<file path="config.mk">
export PLATFORM = sky130hd
export DESIGN_NAME = vga_timing_gen_flat
export DESIGN_NICKNAME = d
export VERILOG_FILES = /design/src/rtl/vga_timing_if.sv /design/src/rtl/vga_timing_gen.sv /design/src/flat_wrapper.sv
export SDC_FILE = /design/constraint.sdc
export NUM_CORES = 1
export LEC_CHECK = 0
export BUFFER_PORTS_ARGS = -buffer_cell sky130_fd_sc_hd__buf_4
export CORE_AREA = 2 2 87 56
export CTS_CLUSTER_SIZE = 40
export DETAILED_ROUTE_END_ITERATION = 8
export DIE_AREA = 0 0 89 58
export HOLD_SLACK_MARGIN = 0.1
export PLACE_DENSITY = 0.78
export SLEW_MARGIN = 20
export SYNTH_ARGS = -nofsm -noshare
export SYNTH_HDL_FRONTEND = slang
export SYNTH_SLANG_ARGS = --single-unit
</file>
<file path="constraint.sdc">
create_clock -name clk -period 2.87 [get_ports clk]
set_input_delay 0.574 -clock clk [delete_from_list [all_inputs] [get_ports clk]]
set_output_delay 0.574 -clock clk [all_outputs]
set_load 0.02 [all_outputs]
</file>
<file path="src/rtl/vga_timing_if.sv">
// Raster timing bundle between vga_timing_gen and its consumer.
// The master drives the sync/position outputs; the slave drives en and speed.
interface vga_timing_if #(
  parameter int FRAME_W = 10
);
  logic               en;
  logic [1:0]         speed;
  logic               hsync;
  logic               vsync;
  logic               display_on;
  logic [9:0]         hpos;
  logic [9:0]         vpos;
  logic               line_start;
  logic               frame_start;
  logic [FRAME_W-1:0] frame;

  modport master (
    input  en, speed,
    output hsync, vsync, display_on, hpos, vpos, line_start, frame_start, frame
  );

  modport slave (
    output en, speed,
    input  hsync, vsync, display_on, hpos, vpos, line_start, frame_start, frame
  );
endinterface

</file>
<file path="src/rtl/vga_timing_gen.sv">
// 640x480@60 raster timing generator, one pixel per clock, with a speed-scaled
// animation frame counter. Every output is registered from the next-state counters.
module vga_timing_gen #(
  parameter int H_DISPLAY = 640,
  parameter int H_FRONT   = 16,
  parameter int H_SYNC    = 96,
  parameter int H_BACK    = 48,
  parameter int V_DISPLAY = 480,
  parameter int V_FRONT   = 10,
  parameter int V_SYNC    = 2,
  parameter int V_BACK    = 33,
  parameter bit HSYNC_POL = 1'b0,
  parameter bit VSYNC_POL = 1'b0,
  parameter int FRAME_W   = 10
) (
  input  logic          clk,
  input  logic          rst_n,
  vga_timing_if.master  bus
);

  localparam int H_TOTAL = H_DISPLAY + H_FRONT + H_SYNC + H_BACK;
  localparam int V_TOTAL = V_DISPLAY + V_FRONT + V_SYNC + V_BACK;

  if (H_TOTAL > 1024 || V_TOTAL > 1024) begin : g_total_check
    $error("vga_timing_gen: H_TOTAL and V_TOTAL must not exceed 1024");
  end

  localparam logic [9:0]  H_LAST   = 10'(H_TOTAL - 1);
  localparam logic [9:0]  V_LAST   = 10'(V_TOTAL - 1);
  localparam logic [10:0] H_VIS    = 11'(H_DISPLAY);
  localparam logic [10:0] V_VIS    = 11'(V_DISPLAY);
  localparam logic [10:0] HS_START = 11'(H_DISPLAY + H_FRONT);
  localparam logic [10:0] HS_END   = 11'(H_DISPLAY + H_FRONT + H_SYNC);
  localparam logic [10:0] VS_START = 11'(V_DISPLAY + V_FRONT);
  localparam logic [10:0] VS_END   = 11'(V_DISPLAY + V_FRONT + V_SYNC);

  logic [9:0]         r_hpos;
  logic [9:0]         r_vpos;
  logic [2:0]         r_div;
  logic [FRAME_W-1:0] r_frame;
  logic               r_hsync;
  logic               r_vsync;
  logic               r_display_on;
  logic               r_line_start;
  logic               r_frame_start;

  logic               w_h_wrap;
  logic               w_v_wrap;
  logic               w_frame_wrap;
  logic [9:0]         w_hpos_nxt;
  logic [9:0]         w_vpos_nxt;
  logic [2:0]         w_mask;
  logic               w_frame_step;
  logic               w_display_nxt;
  logic               w_hs_act;
  logic               w_vs_act;
  logic               w_line_nxt;
  logic               w_frame_nxt;

  always_comb begin
    w_h_wrap     = (r_hpos == H_LAST);
    w_v_wrap     = (r_vpos == V_LAST);
    w_frame_wrap = w_h_wrap && w_v_wrap;
    w_hpos_nxt   = w_h_wrap ? 10'd0 : r_hpos + 10'd1;
    if (!w_h_wrap) begin
      w_vpos_nxt = r_vpos;
    end else if (w_v_wrap) begin
      w_vpos_nxt = 10'd0;
    end else begin
      w_vpos_nxt = r_vpos + 10'd1;
    end

    // mask = 2^speed - 1; div is compared before its own increment
    case (bus.speed)
      2'd0:    w_mask = 3'b000;
      2'd1:    w_mask = 3'b001;
      2'd2:    w_mask = 3'b011;
      default: w_mask = 3'b111;
    endcase
    w_frame_step = w_frame_wrap && ((r_div & w_mask) == w_mask);

    w_display_nxt = ({1'b0, w_hpos_nxt} < H_VIS) && ({1'b0, w_vpos_nxt} < V_VIS);
    w_hs_act      = ({1'b0, w_hpos_nxt} >= HS_START) && ({1'b0, w_hpos_nxt} < HS_END);
    w_vs_act      = ({1'b0, w_vpos_nxt} >= VS_START) && ({1'b0, w_vpos_nxt} < VS_END);
    w_line_nxt    = (w_hpos_nxt == 10'd0);
    w_frame_nxt   = w_line_nxt && (w_vpos_nxt == 10'd0);
  end

  always_ff @(posedge clk or negedge rst_n) begin
    if (!rst_n) begin
      r_hpos        <= '0;
      r_vpos        <= '0;
      r_div         <= '0;
      r_frame       <= '0;
      r_hsync       <= ~HSYNC_POL;
      r_vsync       <= ~VSYNC_POL;
      r_display_on  <= 1'b0;
      r_line_start  <= 1'b0;
      r_frame_start <= 1'b0;
    end else if (bus.en) begin
      r_hpos        <= w_hpos_nxt;
      r_vpos        <= w_vpos_nxt;
      r_hsync       <= w_hs_act ? HSYNC_POL : ~HSYNC_POL;
      r_vsync       <= w_vs_act ? VSYNC_POL : ~VSYNC_POL;
      r_display_on  <= w_display_nxt;
      r_line_start  <= w_line_nxt;
      r_frame_start <= w_frame_nxt;
      if (w_frame_wrap) begin
        r_div <= r_div + 3'd1;
      end
      if (w_frame_step) begin
        r_frame <= r_frame + FRAME_W'(1);
      end
    end else begin
      // frozen: position and decodes hold, strobes must not repeat
      r_line_start  <= 1'b0;
      r_frame_start <= 1'b0;
    end
  end

  assign bus.hpos        = r_hpos;
  assign bus.vpos        = r_vpos;
  assign bus.hsync       = r_hsync;
  assign bus.vsync       = r_vsync;
  assign bus.display_on  = r_display_on;
  assign bus.line_start  = r_line_start;
  assign bus.frame_start = r_frame_start;
  assign bus.frame       = r_frame;

endmodule

</file>
<file path="src/flat_wrapper.sv">
// flat-port wrapper written by rule: the top's interface ports become plain ports
module vga_timing_gen_flat 
#(
  parameter int H_DISPLAY = 640,
  parameter int H_FRONT   = 16,
  parameter int H_SYNC    = 96,
  parameter int H_BACK    = 48,
  parameter int V_DISPLAY = 480,
  parameter int V_FRONT   = 10,
  parameter int V_SYNC    = 2,
  parameter int V_BACK    = 33,
  parameter bit HSYNC_POL = 1'b0,
  parameter bit VSYNC_POL = 1'b0,
  parameter int FRAME_W   = 10
)
  (clk, rst_n, bus_en, bus_speed, bus_hsync, bus_vsync, bus_display_on, bus_hpos, bus_vpos, bus_line_start, bus_frame_start, bus_frame);
  vga_timing_if #(.FRAME_W(FRAME_W)) bus_i ();
  input  logic clk;
  input  logic rst_n;
  input wire logic [$bits(bus_i.en)-1:0] bus_en;
  input wire logic [$bits(bus_i.speed)-1:0] bus_speed;
  output wire logic [$bits(bus_i.hsync)-1:0] bus_hsync;
  output wire logic [$bits(bus_i.vsync)-1:0] bus_vsync;
  output wire logic [$bits(bus_i.display_on)-1:0] bus_display_on;
  output wire logic [$bits(bus_i.hpos)-1:0] bus_hpos;
  output wire logic [$bits(bus_i.vpos)-1:0] bus_vpos;
  output wire logic [$bits(bus_i.line_start)-1:0] bus_line_start;
  output wire logic [$bits(bus_i.frame_start)-1:0] bus_frame_start;
  output wire logic [$bits(bus_i.frame)-1:0] bus_frame;
  assign bus_i.en = bus_en;
  assign bus_i.speed = bus_speed;
  assign bus_hsync = bus_i.hsync;
  assign bus_vsync = bus_i.vsync;
  assign bus_display_on = bus_i.display_on;
  assign bus_hpos = bus_i.hpos;
  assign bus_vpos = bus_i.vpos;
  assign bus_line_start = bus_i.line_start;
  assign bus_frame_start = bus_i.frame_start;
  assign bus_frame = bus_i.frame;
  vga_timing_gen #(.H_DISPLAY(H_DISPLAY), .H_FRONT(H_FRONT), .H_SYNC(H_SYNC), .H_BACK(H_BACK), .V_DISPLAY(V_DISPLAY), .V_FRONT(V_FRONT), .V_SYNC(V_SYNC), .V_BACK(V_BACK), .HSYNC_POL(HSYNC_POL), .VSYNC_POL(VSYNC_POL), .FRAME_W(FRAME_W)) u_core (.clk(clk), .rst_n(rst_n), .bus(bus_i));
endmodule
</file>
; Word-level counts from Yosys, hierarchy flattened
; Index checks and enable logic that the tools add are counted.
[word_totals]
reg_bits = 38
input_bits = 5
word_cells = 44
[classes]
add_sub_neg = 4
magnitude_cmp = 6
eq_ne = 5
muxes = 8
bitwise = 1
reduce_logical = 11
[ops]
columns = op, count
row1 = "10-bit by 1-bit adder with 10-bit output, second input constant", 3
row2 = 10-bit 2-to-1 mux, 3
row3 = "10-bit == test, second input constant", 2
row4 = 10-bit zero test, 2
row5 = "10-bit < comparator, second input constant", 2
row6 = "10-bit by 9-bit < comparator with 1-bit output, second input constant", 2
row7 = "10-bit >= comparator, second input constant", 1
row8 = "10-bit by 9-bit >= comparator with 1-bit output, second input constant", 1
row9 = 3-bit case mux with 3 select lines, 1
row10 = 1-bit logical AND, 6
row11 = 1-bit 2-to-1 mux, 4
row12 = 2-bit AND reduction, 2
row13 = "3-bit by 1-bit adder with 3-bit output, second input constant", 1
row14 = 3-bit bitwise AND, 1
row15 = 3-bit == test, 1
row16 = "2-bit by 1-bit == test with 1-bit output, second input constant", 1
row17 = "2-bit == test, second input constant", 1
row18 = 2-bit zero test, 1

; Depth between registers and ports, before layout
; Gate-level depths: netlist of the first run.
[depth]
word_depth = 6
mapped_depth = 9

; Worst setup path after synthesis of the first run
; Ideal clock, no wire load.
[synth_timing]
path_kind = register to register
from = register u_core.r_hpos[0], in the netlist u_core.bus.hpos[0]
to = register u_core.r_div[1]
setup_time_ps = 125
arrival_time_ps = 2384
required_time_ps = 2745
slack_ps = 362
stages_incl_launch_ff = 7
path_buffers = 0
period_less_slack_ps = 2508
cell_sequence = dfrtp_1 > ha_1 > nand4_1 > nor4_2 > nand2_1 > nor2_1 > mux2_2
[synth_via]
elab_chain_len = 3
[synth_rtl]
columns = element, line_no
row1 = "start, declared", vga_timing_gen.sv:37  ; logic [9:0] r_hpos;
row2 = "start signal, assigned", vga_timing_gen.sv:101  ; r_hpos <= w_hpos_nxt;
row3 = 10-bit == test, vga_timing_gen.sv:61  ; w_h_wrap = (r_hpos == H_LAST);
row4 = 1-bit logical AND, vga_timing_gen.sv:63  ; w_frame_wrap = w_h_wrap && w_v_wrap;
row5 = 2-bit AND reduction (no line), --
row6 = "end signal, assigned", vga_timing_gen.sv:109  ; r_div <= r_div + 3'd1;
row7 = "end, declared", vga_timing_gen.sv:39  ; logic [2:0] r_div;
; No other way between the ends.
; A chain may end at the register's enable or synchronous reset.

; Worst setup path in the final report of the first run
[layout_timing]
from = register u_core.r_vpos[6], in the netlist u_core.bus.vpos[6]
to = register u_core.r_frame[7], in the netlist u_core.bus.frame[7]
[layout_via]
elab_chain_len = 4
[layout_rtl]
columns = element, line_no
row1 = "start, declared", vga_timing_gen.sv:38  ; logic [9:0] r_vpos;
row2 = "start signal, assigned", vga_timing_gen.sv:102  ; r_vpos <= w_vpos_nxt;
row3 = 10-bit == test, vga_timing_gen.sv:62  ; w_v_wrap = (r_vpos == V_LAST);
row4 = 1-bit logical AND, vga_timing_gen.sv:63
row5 = 1-bit logical AND, vga_timing_gen.sv:80  ; w_frame_step = w_frame_wrap && ((r_div & w_mask) == w_mask);
row6 = 2-bit AND reduction (no line), --
row7 = "end signal, assigned", vga_timing_gen.sv:112  ; r_frame <= r_frame + FRAME_W'(1);
row8 = "end, declared", vga_timing_gen.sv:40  ; logic [FRAME_W-1:0] r_frame;
; No other way between the ends.

==> results.py, run 1 <==
metrics = {
    "routing": {
        "num_vias": 2138,
        "avgRoutedWirePerCell_um": 15.2,
        "viasPerCell": 6.01,
        "drcViolationCount": 0,
        "antenna_left": 0,
        "routed_wirelength_um": 5410,
        "drtIter0Drc": 200,
        "firstDrtPassIters": 5,
    },
    "floorplan": {
        "core_mm2": 0.00437,
        "io_pins": 40,
        "die_x_um": 89,
        "die_h_um": 58,
        "rows": 19,
        "die_area_mm2": 0.00516,
        "initial_core_util_pct": 53.6,
    },
    "synth": {
        "yosys_warnings": 0,
        "syn_avg_cell_area_um2": 9.08,
        "ys_ff_latch": 38,
        "yosys-top-cells-count": "36 x dfrtp_1, 27 x nand2_1, 26 x nor2_1",
        "async_flop_share_pct": 100,
        "ys_types": 53,
        "synth.top_cells.by_area": "dfrtp_1 38%, xnor2_1 5.2%, nand2_1 4.3%",
        "syn_nets": 268,
        "synth_cells": 258,
        "seq_area_frac_synth_pct": 40.7,
        "synth_most_common_cell": "dfrtp_1",
        "syn_area_mm2": 0.00234,
        "synth_flop_cell": "dfrtp_1",
        "synth.largest_area_cell": "dfrtp_1",
        "synth_top_area_share_pct": 38.4,
        "synth-edff-count": 0,
    },
    "clock_tree": {
        "clk_latency_ns": 0.28,
        "htreeDepth": 2,
        "cts_tree": "yes",
        "clk_path_buf_depth": 2,
        "post_cts_buffers": 0,
        "cts_resized": 0,
        "path_clk_slew_ns": 0.07,
        "cts_buffers": 5,
        "clock_sinks": 38,
        "ctsHoldBuffers": 0,
        "cts-root-buf": "clkbuf_8",
    },
    "pwr": {
        "p_leak_nw": 1.25,
        "pwr-share-seq_pct": 44.3,
        "p_per_area_mw_per_mm2": 624,
        "ir_drop_uv": 302,
        "comb_power_share_pct": 33.8,
        "switching_share_pct": 39.2,
        "p_int_w": 0.00104,
        "p_switching_w": 0.000671,
        "clkPwrFrac_pct": 21.9,
        "finalPower_w": 0.00171,
    },
    "run_status": {
        "outcome": "finished, final reports clean",
    },
    "grt": {
        "grt_overflow_total": 0,
        "grt_pass1_wl_um": 9250,
        "grt_max_degree": 39,
        "antenna_found_initial": 0,
        "grt_pass1_vias": 1835,
        "grt_usage_pct": 23.2,
    },
    "sta": {
        "setup_viol": 0,
        "post-route-min-period_ns": 2.52,
        "hold_viol": 0,
        "clock_skew_ns": 0.00433,
        "slew_headroom_pct": 58.5,
        "worst_pin_slew_ns": 0.618,
        "fin_setup_tns_ns": 0,
        "fmax_ghz": 0.397,
        "slew_viol_final": 0,
        "grt_setup_unrepaired": "false",
        "fin_crit_sh_pct": 87.7,
    },
    "cells_and_area": {
        "syn2layout_area_growth_pct": 17.0,
        "drive_above_1_share_pct": 22.2,
        "fin_util_pct": 62.7,
        "nets": 302,
        "n_fill_cell": 383,
        "antenna_cells": 0,
    },
    "setup_path": {
        "critPathMaxFanout": 9,
        "crit_start": "u_core.bus.vpos[6]",
        "start_kind": "register",
        "worst-setup-path-type": "reg -> reg",
        "crit-reg2reg-launch": "u_core.bus.vpos[6]",
        "cp.arrival_ns": 2.72,
        "end_kind": "register",
        "crit_required_ns": 3.07,
    },
    "placement": {
        "gp_congestion": 0.915,
        "place_hpwl_um": 3900,
        "port_buffers": 39,
    },
    "worst_hold_path": {
        "holdCritPathClass": "in -> async",
    },
    "run": {
        "maxCapViolations": 0,
    },
}
## stage by stage
stage / instances / cell area [um^2] / setup WS, ns / hold WS, ns
floorplan: 258 / 2340 / 0.362 / 0.278
global placement: 348 / 2650 / 0.447 / 0.455
detailed placement: 348 / 2650 / 0.378 / 0.457
CTS: 356 / 2740 / 0.350 / 0.261
global route: 356 / 2740 / 0.161 / 0.270
finish: 356 / 2740 / 0.354 / 0.246
## logic make-up after synthesis
group / count (synthesis) / synth area share [%]
mux: 6 / 2.72
xor+xnor: 25 / 9.34
fa+ha+maj: 5 / 2.67
compound gates: 50 / 14.7
flops: 38 / 40.7
simple gates: 113 / 24.9
buf+inv: 21 / 4.97
## worst paths after layout
| path | to | slack, ns | cells past startpoint |
|---|---|---|---|
| max | u_core.bus.frame[7] | 0.35 | 6 |
| min | u_core.bus.vpos[7] | 0.25 | 1 |
| max reg2reg | u_core.bus.frame[7] | 0.35 | 6 |
| min reg2reg | u_core.r_div[2] | 0.47 | 1 |
| max in group asynchronous | u_core.bus.vsync | 2.27 | 1 |
| min in group clk | u_core.r_div[2] | 0.47 | 1 |
## cell type report
class | instances | area [um^2] | area share (%)
sequential | 38 | 953 | 34.8
timing repair buffer | 44 | 330 | 12.0
clock inverter | 1 | 5.00 | 0.182
multi-input combinational | 199 | 1270 | 46.4
clock buffer | 7 | 86.3 | 3.15
inverter | 4 | 15.0 | 0.547
tap | 63 | 78.8 | 2.87
## metal layers
layer / routed length (um) / vias to the layer above / track usage, %
li1: - / 996 / -
met1: 2680 / 1017 / 39.4
met2: 2140 / 115 / 28.7
met3: 524 / 10 / 5.84
met4: 68 / 0 / 5.33
met5: 0 / - / 0
## power by group through the flow
stage                     clock, W  sequential (W)  combinational [W]
after CTS                 0.000389        0.000753           0.000576
final                     0.000375        0.000757           0.000578
after global routing      0.000414        0.000776           0.000637
after floorplan                  0        0.000741           0.000413
after global placement           0        0.000756           0.000564
after detailed placement         0        0.000761           0.000573
## registers in the layout, indices dropped and copies added (netlist names)
register,count
u_core.r_div,3
u_core.bus.display_on,1
u_core.bus.vsync,1
u_core.bus.line_start,1
u_core.bus.hpos,10
u_core.bus.hsync,1
u_core.bus.frame_start,1
u_core.bus.frame,10
u_core.bus.vpos,10
## worst max-delay path: stages, from the launching register on
cell	delay, ns
dfrtp_1	0.49
or2_1	0.32
or4_4	0.61
a2111oi_4	0.37
nand4_1	0.28
nor2_1	0.18
xor2_1	0.19
## layout by cell type (no fill, tap or decap), types with 4 or more instances in the layout
master    count
nand3_1      17
nand2_1      27
clkbuf_8      6
xor2_1       11
nor2_1       26
buf_4        44
xnor2_1      14
ha_1          5
nor3_1        7
nand4_1       7
dfrtp_1      36
inv_1         4
o21ai_0      18
and3_1        4
a21oi_1       7
Power figures use the tool's default switching activity.
==> run 2: changes to the inputs <==
--- a/config.mk
+++ b/config.mk
@@ -6,12 +6,13 @@
 export NUM_CORES = 1
 export LEC_CHECK = 0
 export BUFFER_PORTS_ARGS = -buffer_cell sky130_fd_sc_hd__buf_4
-export CORE_AREA = 2 2 87 56
+export CORE_AREA = 2 2 91 58
 export CTS_CLUSTER_SIZE = 40
 export DETAILED_ROUTE_END_ITERATION = 8
-export DIE_AREA = 0 0 89 58
+export DIE_AREA = 0 0 93 60
+export GPL_TIMING_DRIVEN = 0
 export HOLD_SLACK_MARGIN = 0.1
-export PLACE_DENSITY = 0.78
+export PLACE_DENSITY = 0.76
 export SLEW_MARGIN = 20
 export SYNTH_ARGS = -nofsm -noshare
 export SYNTH_HDL_FRONTEND = slang
==> constraint.sdc (replaced) <==
create_clock -name clk -period 2.1 [get_ports clk]
set_input_delay 0.42 -clock clk [delete_from_list [all_inputs] [get_ports clk]]
set_output_delay 0.42 -clock clk [all_outputs]
set_load 0.02 [all_outputs]
==> run 2 against run 1 <==
Against the previous run:
- the flow now finishes with violations (negative setup slack)
- final cell count up 12%
- utilization increased by 5.3 points
- clock skew grew 0.0047 ns
- die area increased by 8.1%
- largest cell class unchanged
- sequential power up 27%
- power up 65%
==> results.py, run 2 (synthesis results as in run 1) <==
metrics = {
    "setup_path": {
        "end_kind": "register",
        "critPathMaxFanout": 5,
        "crit_required_ns": 2.29,
        "r2r-end": "u_core.bus.frame[8]",
        "crit-reg2reg-launch": "u_core.bus.vpos[8]",
        "worst-setup-path-type": "reg -> reg",
        "cp.arrival_ns": 2.36,
        "r2r_cells": 6,
        "start_kind": "register",
        "rrSetupSlack_ns": -0.07,
    },
    "sta": {
        "post-route-min-period_ns": 2.17,
        "worst_pin_slew_ns": 0.532,
        "fin_ws_ns": -0.0650,
        "setup_viol": 8,
        "grt_setup_unrepaired": "true",
        "hold_viol": 0,
        "fin_crit_sh_pct": 103,
        "fmax_ghz": 0.462,
        "slew_viol_final": 0,
        "slew_headroom_pct": 64.6,
        "clock_skew_ns": 0.00904,
    },
    "grt": {
        "grt_pass1_wl_um": 9380,
        "antenna_found_initial": 0,
        "grt_usage_pct": 22.2,
        "grt_pass1_vias": 1878,
        "grt_max_degree": 39,
        "grt_overflow_total": 0,
    },
    "placement": {
        "port_buffers": 39,
        "place_hpwl_um": 3980,
        "gp_congestion": 0.911,
        "placed_cell_area_mm2": 0.00278,
    },
    "worst_hold_path": {
        "min_to": "u_core.bus.frame[9]",
        "hold-path-cell-count": 1,
        "holdCritPathClass": "reg -> reg",
        "worstHoldStart": "u_core.bus.frame[9]",
    },
    "run_status": {
        "violations": "negative setup slack",
        "outcome": "complete, but fails checks",
    },
    "clock_tree": {
        "htreeDepth": 2,
        "path_clk_slew_ns": 0.08,
        "cts_tree": "yes",
        "clk_path_buf_depth": 2,
        "clock_sinks": 38,
        "cts-root-buf": "clkbuf_8",
        "clk_latency_ns": 0.31,
        "cts_buffers": 5,
    },
    "cells_and_area": {
        "final_common_cell": "buf_4",
        "syn2layout_area_growth_pct": 39.5,
        "layout_common_cells": "72 x buf_4, 28 x dfrtp_1, 24 x nand2_1",
        "antenna_cells": 0,
        "fin_area_mm2": 0.00327,
        "nets": 342,
        "drive_above_1_share_pct": 41.4,
        "fin_util_pct": 68.0,
    },
    "floorplan": {
        "die_h_um": 60,
        "rows": 20,
        "initial_core_util_pct": 48.8,
        "die_area_mm2": 0.00558,
        "core_mm2": 0.00480,
        "die_x_um": 93,
        "io_pins": 40,
    },
    "routing": {
        "firstDrtPassIters": 5,
        "viasPerCell": 5.77,
        "drtIter0Drc": 225,
        "num_vias": 2302,
        "antenna_left": 0,
        "routed_wirelength_um": 6590,
        "avgRoutedWirePerCell_um": 16.5,
        "drcViolationCount": 0,
    },
    "run": {
        "maxCapViolations": 0,
    },
    "pwr": {
        "finalPower_w": 0.00282,
        "p_per_area_mw_per_mm2": 862,
        "p_leak_nw": 1.49,
        "ir_drop_uv": 373,
    },
}
run 2: worst max path at each step:
stage | startpoint | to | slack, ns | depth (start not counted)
6_report | u_core.bus.vpos[8] | u_core.bus.frame[8] | -0.07 | 6
5_1_grt | u_core.bus.vpos[8] | u_core.bus.frame[9] | -0.12 | 6
4_1_cts | u_core.bus.vpos[1] | u_core.bus.frame[8] | -0.17 | 8
3_5_place_dp | u_core.bus.hpos[0] | u_core.r_div[1] | -0.50 | 6
3_3_place_gp | u_core.bus.hpos[0] | u_core.r_div[1] | -0.45 | 6
2_1_floorplan | u_core.bus.vpos[6] | u_core.bus.frame[8] | -0.26 | 7
run 2: power by group:
group          switching (W)  internal, W
Combinational       0.000661     0.000560
Clock               0.000286     0.000350
Sequential          0.000137     0.000824
run 2: cell type report:
type,instances,area (um^2)
plain buffers,10,77.6
clock buffers,5,68.8
clock inverters,3,40.0
fillers,376,1540
inverters,4,15.0
multi-input cells,199,1460
flip-flops and latches,38,963
well taps,66,82.6
repair buffers,74,566
run 2: what timing repair did:
item / CTS / global route
endpoints found under the setup margin: 29 / 15
gates cloned: 0 / 0
hold buffers: 1 / 0
endpoints found under the hold margin: 24 / 0
buffers inserted: 22 / 12
resized for setup: 23 / 29
pin swaps: 17 / 22
run 2: through the flow:
step	hold WS, ns	instances	setup TNS (ns)	setup WS, ns
floorplan	0.124	258	-1.37	-0.256
global placement	0.419	363	-4.94	-0.449
detailed placement	0.422	363	-5.92	-0.498
CTS	0.474	387	-1.20	-0.171
global route	0.494	399	-0.878	-0.124
finish	0.474	399	-0.264	-0.0650
run 2: critical path, stage by stage (launching register included):
cell and delay, ns:
dfrtp_2 0.44, or2_4 0.25, or4_4 0.58, a2111oi_4 0.26, and4_4 0.31, nand3_2 0.09
xnor2_1 0.13
run 2: metal layers:
metal  wire length, um  track usage, %  vias up
met5                 0               0        -
met4               127            8.19        0
met3               448            4.29       18
met2              2810            29.5      106
met1              3200            35.1     1109
li1                  -               -     1069
==> run 3: changes to the inputs <==
--- a/config.mk
+++ b/config.mk
@@ -5,6 +5,7 @@
 export SDC_FILE = /design/constraint.sdc
 export NUM_CORES = 1
 export LEC_CHECK = 0
+export ABC_CLOCK_PERIOD_IN_PS = 1900
 export BUFFER_PORTS_ARGS = -buffer_cell sky130_fd_sc_hd__buf_4
 export CORE_AREA = 2 2 91 58
 export CTS_CLUSTER_SIZE = 40
==> constraint.sdc (replaced) <==
create_clock -name clk -period 1.9 [get_ports clk]
set_input_delay 0.38 -clock clk [delete_from_list [all_inputs] [get_ports clk]]
set_output_delay 0.38 -clock clk [all_outputs]
set_load 0.02 [all_outputs]
==> run 3 against run 2 <==
Against the previous run:
- the flow still finishes with violations (negative setup slack)
- via count grew 0.70%
- critical path type unchanged
- clock-buffer cell count is 1 higher
- sequential power is 8% higher
- maximum frequency fell by 5.7%
- first-iteration DRC count down 4.0%
- critical path depth grew 3
- utilization up 2.3 points
==> results.py, run 3 (synthesis results as in run 1) <==
metrics = {
    "routing": {
        "firstDrtPassIters": 5,
        "routed_wirelength_um": 6690,
        "antenna_left": 0,
        "drcViolationCount": 0,
        "drtIter0Drc": 216,
        "num_vias": 2318,
        "viasPerCell": 5.74,
        "avgRoutedWirePerCell_um": 16.5,
    },
    "sta": {
        "slew_viol_final": 0,
        "hold_viol": 0,
        "fin_ws_ns": -0.395,
        "fin_crit_sh_pct": 121,
        "setup_viol": 18,
        "worst_pin_slew_ns": 0.537,
        "grt_setup_unrepaired": "true",
        "slew_headroom_pct": 63.9,
        "post-route-min-period_ns": 2.29,
        "fmax_ghz": 0.436,
        "clock_skew_ns": 0.00831,
    },
    "placement": {
        "placed_cell_area_mm2": 0.00281,
        "place_ws_ns": -0.597,
        "gp_congestion": 0.926,
        "place_inst": 363,
        "place_hpwl_um": 4100,
        "port_buffers": 39,
    },
    "floorplan": {
        "initial_core_util_pct": 48.8,
        "core_mm2": 0.00480,
        "die_h_um": 60,
        "die_area_mm2": 0.00558,
        "die_x_um": 93,
        "io_pins": 40,
        "rows": 20,
    },
    "clock_tree": {
        "cts_tree": "yes",
        "cts_buffers": 5,
        "path_clk_slew_ns": 0.08,
        "clock_sinks": 38,
        "clk_path_buf_depth": 2,
        "clk_latency_ns": 0.30,
        "htreeDepth": 2,
        "cts-root-buf": "clkbuf_8",
    },
    "grt": {
        "grt_max_degree": 39,
        "grt_pass1_wl_um": 10600,
        "grt.met1_usage_pct": 37.9,
        "grt_overflow_total": 0,
        "grt.busiest_layer": "met1",
        "use_met2_pct": 35.3,
        "antenna_found_initial": 0,
        "grtUsageMet3_pct": 5.30,
        "grt_pass1_vias": 2081,
        "grt_usage_pct": 24.7,
    },
    "cells_and_area": {
        "nets": 347,
        "n_fill_cell": 369,
        "final_cells": 404,
        "antenna_cells": 0,
        "final_common_cell": "buf_4",
        "layout_common_cells": "71 x buf_4, 27 x dfrtp_1, 22 x nand2_1, 22 x nor2_1, 14 x nand3_1",
        "syn2layout_area_growth_pct": 44.3,
        "fin_area_mm2": 0.00338,
        "drive_above_1_share_pct": 43.5,
    },
    "setup_path": {
        "cp.arrival_ns": 2.47,
        "start_kind": "register",
        "end_kind": "register",
        "r2r_cells": 9,
        "critPathMaxFanout": 4,
        "worst-setup-path-type": "reg -> reg",
        "crit_required_ns": 2.08,
    },
    "run_status": {
        "violations": "negative setup slack",
        "outcome": "complete, but fails checks",
    },
    "pwr": {
        "ir_drop_uv": 821,
        "p_per_area_mw_per_mm2": 979,
        "p_leak_nw": 1.55,
    },
    "worst_hold_path": {
        "holdCritPathClass": "reg -> reg",
        "hold-path-cell-count": 1,
    },
    "run": {
        "maxCapViolations": 0,
    },
}
[run 3: power breakdown]
group	internal (W)	leakage, nW	total [W]	switching, W
logic	0.000636	0.995	0.00140	0.000762
registers	0.000915	0.488	0.00104	0.000128
clock network	0.000560	0.0714	0.000867	0.000306
total	0.00211	1.55	0.00331	0.00120
[run 3: final timing paths]
path,from,endpoint,slack [ns]
worst max-delay path,u_core.bus.vpos[0],u_core.bus.frame[5],-0.39
max in group asynchronous,rst_n,u_core.bus.hpos[8],0.93
worst max register to register,u_core.bus.vpos[0],u_core.bus.frame[5],-0.39
worst min-delay path,u_core.bus.frame[9],u_core.bus.frame[9],0.47
min in group asynchronous,rst_n,u_core.bus.vpos[3],0.59
worst min register to register,u_core.bus.frame[9],u_core.bus.frame[9],0.47
[run 3: layout make-up]
| type | instances | area (um^2) | share of cell area (%) |
|---|---|---|---|
| plain buffers | 14 | 124 | 3.66 |
| clock buffers | 6 | 82.6 | 2.44 |
| clock inverters | 2 | 60.1 | 1.78 |
| inverters | 4 | 20.0 | 0.592 |
| multi-input cells | 199 | 1460 | 43.3 |
| flip-flops and latches | 38 | 965 | 28.5 |
| well taps | 66 | 82.6 | 2.44 |
| repair buffers | 75 | 584 | 17.3 |
[run 3: timing repair]
item / 4_1_cts / 5_1_grt
pin swaps: 18 / 18
hold buffers: 1 / 0
buffers inserted: 25 / 11
hold endpoints to repair: 36 / 0
gates resized for setup: 29 / 22
endpoints found under the setup margin: 30 / 28
[run 3: worst max-delay path, cell delays in order (launching register included)]
cell and delay (ns):
dfrtp_2 0.42, buf_8 0.13, inv_4 0.05, ha_4 0.13
nand2_2 0.06, or4_4 0.55, a2111oi_4 0.31, nand4_1 0.23
buf_4 0.19, xnor2_1 0.11
[run 3: per-layer routing]
metal	part of all wire [%]	wire [um]
met5	0	0
met4	0.88	59
met3	8.2	547
met2	44	2970
met1	46	3110
[run 3: metrics by stage]
step / TNS, ns / hold WS, ns / utilization, % / power [W]
6_report: -4.60 / 0.469 / 70.4 / 0.00331
5_1_grt: -6.28 / 0.482 / 70.4 / 0.00347
4_1_cts: -5.38 / 0.468 / 67.4 / 0.00322
3_5_place_dp: -9.67 / 0.384 / 58.6 / 0.00217
3_3_place_gp: -9.75 / 0.380 / 58.6 / 0.00215
2_1_floorplan: -3.68 / 0.0844 / - / 0.00181
